`src/rtl/l2_req_out_tx_pkg.sv`:
```
// Shared cache types for the L2 request-out path: message codes,
// field types and the queued request entry.
package l2_req_out_tx_pkg;

  typedef enum logic [1:0] {
    REQ_GETS = 2'd0,
    REQ_GETM = 2'd1,
    REQ_PUTS = 2'd2,
    REQ_PUTM = 2'd3
  } mix_msg_t;

  typedef logic [1:0]   hprot_t;
  typedef logic [27:0]  line_addr_t;
  typedef logic [127:0] line_t;

  typedef struct packed {
    mix_msg_t   coh_msg;
    hprot_t     hprot;
    line_addr_t addr;
    line_t      line;
  } req_out_entry_t;

endpackage

```
`src/rtl/l2_req_out_fifo.sv`:
```
// Circular request queue: entry storage, wrapping pointers, occupancy.
// Ports: clk, rst, push/din, pop/dout (head entry), count.
module l2_req_out_fifo
  import l2_req_out_tx_pkg::*;
#(
  parameter int DEPTH = 4
) (
  input  logic                       clk,
  input  logic                       rst,
  input  logic                       push,
  input  req_out_entry_t             din,
  input  logic                       pop,
  output req_out_entry_t             dout,
  output logic [$clog2(DEPTH):0]     count
);

  localparam int AW = $clog2(DEPTH);
  localparam int CW = AW + 1;

  req_out_entry_t mem_q [DEPTH];
  req_out_entry_t mem_d [DEPTH];
  logic [AW-1:0]  wr_ptr_q, wr_ptr_d;
  logic [AW-1:0]  rd_ptr_q, rd_ptr_d;
  logic [CW-1:0]  count_q, count_d;

  always_comb begin
    mem_d    = mem_q;
    wr_ptr_d = wr_ptr_q;
    rd_ptr_d = rd_ptr_q;
    count_d  = count_q;
    if (push) begin
      mem_d[wr_ptr_q] = din;
      wr_ptr_d        = wr_ptr_q + AW'(1);
    end
    if (pop) begin
      rd_ptr_d = rd_ptr_q + AW'(1);
    end
    if (push && !pop) begin
      count_d = count_q + CW'(1);
    end else if (!push && pop) begin
      count_d = count_q - CW'(1);
    end
  end

  always_ff @(posedge clk) begin
    if (rst) begin
      wr_ptr_q <= '0;
      rd_ptr_q <= '0;
      count_q  <= '0;
    end else begin
      wr_ptr_q <= wr_ptr_d;
      rd_ptr_q <= rd_ptr_d;
      count_q  <= count_d;
    end
  end

  // Storage needs no reset; only occupied slots are ever read out.
  always_ff @(posedge clk) begin
    mem_q <= mem_d;
  end

  assign dout  = mem_q[rd_ptr_q];
  assign count = count_q;

endmodule

```
`src/rtl/l2_req_out_tx.sv`:
```
// L2 request-out queue toward the LLC with PutM flow control: PutMs in
// flight (sent, awaiting FWD_PUTACK) plus queued PutMs are capped at
// MAX_PUTM. Optional macro L2_REQ_OUT_BYPASS_EN adds empty-queue bypass.
// Ports: push_* (in handshake), l2_req_out_* (out handshake),
// putack_in, count, putm_pending, putack_underflow (sticky).
module l2_req_out_tx
  import l2_req_out_tx_pkg::*;
#(
  parameter int DEPTH    = 4,
  parameter int MAX_PUTM = 2
) (
  input  logic                          clk,
  input  logic                          rst,
  input  logic                          push_valid,
  output logic                          push_ready,
  input  mix_msg_t                      push_coh_msg,
  input  hprot_t                        push_hprot,
  input  line_addr_t                    push_addr,
  input  line_t                         push_line,
  output logic                          l2_req_out_valid,
  input  logic                          l2_req_out_ready,
  output mix_msg_t                      l2_req_out_coh_msg,
  output hprot_t                        l2_req_out_hprot,
  output line_addr_t                    l2_req_out_addr,
  output line_t                         l2_req_out_line,
  input  logic                          putack_in,
  output logic [$clog2(DEPTH):0]        count,
  output logic [$clog2(MAX_PUTM):0]     putm_pending,
  output logic                          putack_underflow
);

  localparam int CW = $clog2(DEPTH) + 1;
  localparam int PW = $clog2(MAX_PUTM) + 1;

  req_out_entry_t push_ent;
  req_out_entry_t head_ent;
  req_out_entry_t out_ent;
  logic [CW-1:0]  fcount;
  logic           empty;
  logic           putm_block;
  logic           push_fire;
  logic           pop;
  logic           q_push;
  logic           q_pop;
  logic           pend_inc;

  logic [CW-1:0]  queued_putm_q, queued_putm_d;
  logic [PW-1:0]  putm_pending_q, putm_pending_d;
  logic           underflow_q, underflow_d;

  assign push_ent = '{
    coh_msg: push_coh_msg,
    hprot:   push_hprot,
    addr:    push_addr,
    line:    push_line
  };

  assign empty = (fcount == '0);

  // Reserve PutM credits for queued PutMs too, so every queued PutM
  // is guaranteed a slot once it reaches the head.
  assign putm_block = (push_coh_msg == REQ_PUTM) &&
    ((int'(putm_pending_q) + int'(queued_putm_q)) >= MAX_PUTM);

  // Readiness depends only on occupancy, never on a same-cycle pop.
  assign push_ready = (int'(fcount) < DEPTH) && !putm_block;
  assign push_fire  = push_valid && push_ready;

`ifdef L2_REQ_OUT_BYPASS_EN
  logic byp;
  assign byp              = empty && push_fire;
  assign l2_req_out_valid = !empty || byp;
  assign out_ent          = byp ? push_ent : head_ent;
  assign q_push           = push_fire && !(byp && l2_req_out_ready);
`else
  assign l2_req_out_valid = !empty;
  assign out_ent          = head_ent;
  assign q_push           = push_fire;
`endif

  assign pop      = l2_req_out_valid && l2_req_out_ready;
  assign q_pop    = pop && !empty;
  assign pend_inc = pop && (out_ent.coh_msg == REQ_PUTM);

  l2_req_out_fifo #(
    .DEPTH(DEPTH)
  ) u_fifo (
    .clk  (clk),
    .rst  (rst),
    .push (q_push),
    .din  (push_ent),
    .pop  (q_pop),
    .dout (head_ent),
    .count(fcount)
  );

  always_comb begin
    queued_putm_d  = queued_putm_q;
    putm_pending_d = putm_pending_q;
    underflow_d    = underflow_q;
    if ((q_push && push_coh_msg == REQ_PUTM) &&
        !(q_pop && head_ent.coh_msg == REQ_PUTM)) begin
      queued_putm_d = queued_putm_q + CW'(1);
    end else if (!(q_push && push_coh_msg == REQ_PUTM) &&
                 (q_pop && head_ent.coh_msg == REQ_PUTM)) begin
      queued_putm_d = queued_putm_q - CW'(1);
    end
    if (pend_inc && !putack_in) begin
      putm_pending_d = putm_pending_q + PW'(1);
    end else if (!pend_inc && putack_in) begin
      if (putm_pending_q == '0) begin
        underflow_d = 1'b1;
      end else begin
        putm_pending_d = putm_pending_q - PW'(1);
      end
    end
  end

  always_ff @(posedge clk) begin
    if (rst) begin
      queued_putm_q  <= '0;
      putm_pending_q <= '0;
      underflow_q    <= 1'b0;
    end else begin
      queued_putm_q  <= queued_putm_d;
      putm_pending_q <= putm_pending_d;
      underflow_q    <= underflow_d;
    end
  end

  assign l2_req_out_coh_msg = out_ent.coh_msg;
  assign l2_req_out_hprot   = out_ent.hprot;
  assign l2_req_out_addr    = out_ent.addr;
  assign l2_req_out_line    = out_ent.line;
  assign count              = fcount;
  assign putm_pending       = putm_pending_q;
  assign putack_underflow   = underflow_q;

endmodule

```
`config.mk`:
```
export PLATFORM = sky130hd
export DESIGN_NAME = l2_req_out_tx
export DESIGN_NICKNAME = d
export VERILOG_FILES = /design/src/rtl/l2_req_out_tx_pkg.sv /design/src/rtl/l2_req_out_fifo.sv /design/src/rtl/l2_req_out_tx.sv
export SDC_FILE = /design/constraint.sdc
export NUM_CORES = 1
export LEC_CHECK = 0
export BUFFER_PORTS_ARGS = -buffer_cell sky130_fd_sc_hd__buf_2
export CAP_MARGIN = 20
export CORE_MARGIN = 3
export CORE_UTILIZATION = 50
export CTS_CLUSTER_SIZE = 20
export DETAILED_ROUTE_END_ITERATION = 7
export GPL_ROUTABILITY_DRIVEN = 0
export MAX_ROUTING_LAYER = met4
export PLACE_DENSITY = 0.74
export SETUP_SLACK_MARGIN = 0.2
export SLEW_MARGIN = 15
export SYNTH_ARGS = -nofsm -noshare
export SYNTH_HDL_FRONTEND = slang
export SYNTH_SLANG_ARGS = --single-unit
```
`constraint.sdc`:
```
create_clock -name clk -period 8.85 [get_ports clk]
set_input_delay 0.4425 -clock clk [delete_from_list [all_inputs] [get_ports clk]]
set_output_delay 0.4425 -clock clk [all_outputs]
set_load 0.01 [all_outputs]
```
==> metrics <==
outcome=completed; global-route wire length before repair=71,400 µm; Relative slew margins=0.307; count of pins over their slew limit=0; final worst-path cycle share=0.482; reg2reg start=putm_pending[0]; CTS tree=yes; post-cts sizing count=0; Synthesis Warnings=0; Die Wd=225 µm; number of synthesized flops with an enable pin=640; vias in the first global route=11,500; residual DRC count=0; hold path depth=1; VDD IR max=0.231 mV; CP max FO=48; GRT overflow=0; ys async rst share=0; core area=0.0469 mm²; Starting Density=0.510; unrepaired setup endpoints after global routing=no; Post-Route WL=47,200 µm; Hold Violations, Final=0; DRT iter0 DRCs=797; post-route ant nets=0; CP endpoint kind=primary output; Setup Skew=12.4 ps; post-layout min period=4270 ps; Post-Place Cells=1,843; final core utilization=0.605; post-DR wirelength/cell=23.8 µm; # nets final=1,482; final worst setup slack=4580 ps; most frequent cells in the layout=edfxtp_1, buf_2, mux4_2; CTS Buffer Depth=3; placed cell areas=0.0262 mm²; Hold Path Origin=push_line[40]; CTS sink cnt=653; Fmax=234 MHz; CTS Root Buffer Type=clkbuf_16; element type at the critical path start=register; largest net degree at the start of global routing=68; H-tree levels=3; pwr dens=304 mW/mm²; worst min path class=input port to register; CTS buffer count=66; CP required=8410 ps; # rows=79; part of the Yosys area used for sequential elements=0.814; Synth-to-Final Area Change=18.6%; cell count of the worst reg-to-reg path=8; initial antenna violation count=16; Non-Filler Instances=1,979; total negative slack=0 ps; PortBufs=332; post-route cell area=0.0284 mm²; share of layout cells above drive strength 1=0.451; Worst Hold Endpoint=u_fifo.mem_q[360]; Syn Nets=1,106; Cells after Synth=928; Reg-to-Reg End=u_fifo.mem_q[167]; Post-CTS Setup Inserts=0; MaxCap Viol Count=0; Worst Max-Slew Pin Slew=1040 ps; Placement Setup Slack=4950 ps; CP arrival=3820 ps; final setup vio count=0; CTS Hold Buffers Added=0; routed vias=10,900; full die area=0.0505 mm²; vias per cell=5.51; Reg clk slew, reported paths=60 ps; Post-synth top flop=edfxtp_1; clk_lat worst skew=580 ps; WS Path Type=register to primary output; hpwl dp=28,800 µm; Lkg Pwr=9.50 nW; Die Ht=225 µm; Avg Cell Area, Syn=25.8 µm²; #FFs+latches synth=653; gr usage total=0.196; TritonRoute pass-1 iters=5; flop2flop setup slack=5000 ps; number of I/O pins=333; most common cell after layout, fill and taps aside=edfxtp_1; distinct cell type count after synthesis=29; Mapped Area=0.0239 mm²
## flip-flops by register name (all words and copies together) (netlist names)
signal            cells
queued_putm_q         3
u_fifo.rd_ptr_q       2
putack_underflow      1
putm_pending          2
u_fifo.mem_q        640
u_fifo.wr_ptr_q       2
u_fifo.count          3
## metrics by stage
step                power [mW]  hold slack [ps]
floorplan                 5.32              462
global placement          5.99              456
detailed placement        6.02              452
CTS                       8.75             34.0
global route              9.00             44.1
finish                    8.62             72.2
## cells in the mapped netlist, types with 4 or more instances
cell / n / area, µm²
a21oi_1: 5 / 25.0
and2_1: 4 / 25.0
buf_2: 19 / 95.1
buf_6: 12 / 135
clkbuf_1: 5 / 18.8
dfxtp_1: 13 / 260
edfxtp_1: 640 / 19200
ha_1: 10 / 125
inv_1: 10 / 37.5
mux4_2: 160 / 3600
nand2_1: 4 / 15.0
nor2_1: 13 / 48.8
o21ai_0: 5 / 25.0
xor2_1: 5 / 43.8
## cells by family after synthesis
| group | after synthesis | synth area share |
|---|---|---|
| flops | 653 | 0.814 |
| mux | 164 | 0.153 |
| buf+inv | 47 | 0.0123 |
| simple gates | 33 | 0.00774 |
| fa+ha+maj | 13 | 0.00774 |
| compound gates | 12 | 0.00298 |
| xor+xnor | 6 | 0.00220 |
## where the power goes
| group | leakage [nW] | internal, mW | switching, mW |
|---|---|---|---|
| Sequential | 5.96 | 3.81 | 0.146 |
| Combinational | 2.49 | 0.915 | 1.04 |
| Clock | 1.04 | 1.61 | 1.10 |
## worst max path at each step
stage	from	to	slack, ps	depth (start not counted)
2_1_floorplan	putm_pending[0]	u_fifo.mem_q[0]	2850	7
3_3_place_gp	putm_pending[0]	u_fifo.mem_q[16]	5010	8
3_5_place_dp	putm_pending[0]	u_fifo.mem_q[176]	4950	8
4_1_cts	u_fifo.rd_ptr_q[0]	l2_req_out_line[14]	4380	4
5_1_grt	u_fifo.rd_ptr_q[0]	l2_req_out_line[113]	4190	4
6_report	u_fifo.rd_ptr_q[0]	l2_req_out_line[4]	4580	4
## metal layers
layer,global-route usage,vias to the layer above,part of all wire
li1,-,4755,-
met1,0.254,5720,0.40
met3,0.0620,74,0.076
met2,0.303,360,0.50
met4,0.0562,0,0.020
met5,-,-,0
## worst max-delay path: stages (launching register included)
cell,delay [ps]
dfxtp_4,780
buf_4,720
buf_4,850
mux4_2,630
buf_2,160
## layout make-up
type	instances	area [µm²]
diodes	19	47.5
clock buffers	85	1830
multi-input cells	228	4150
repair buffers	345	1760
well taps	607	759
inverters	10	37.5
clock inverters	32	295
flip-flops and latches	653	19500
fillers	3272	18500
Note: power is estimated with default switching activity, not from simulation.
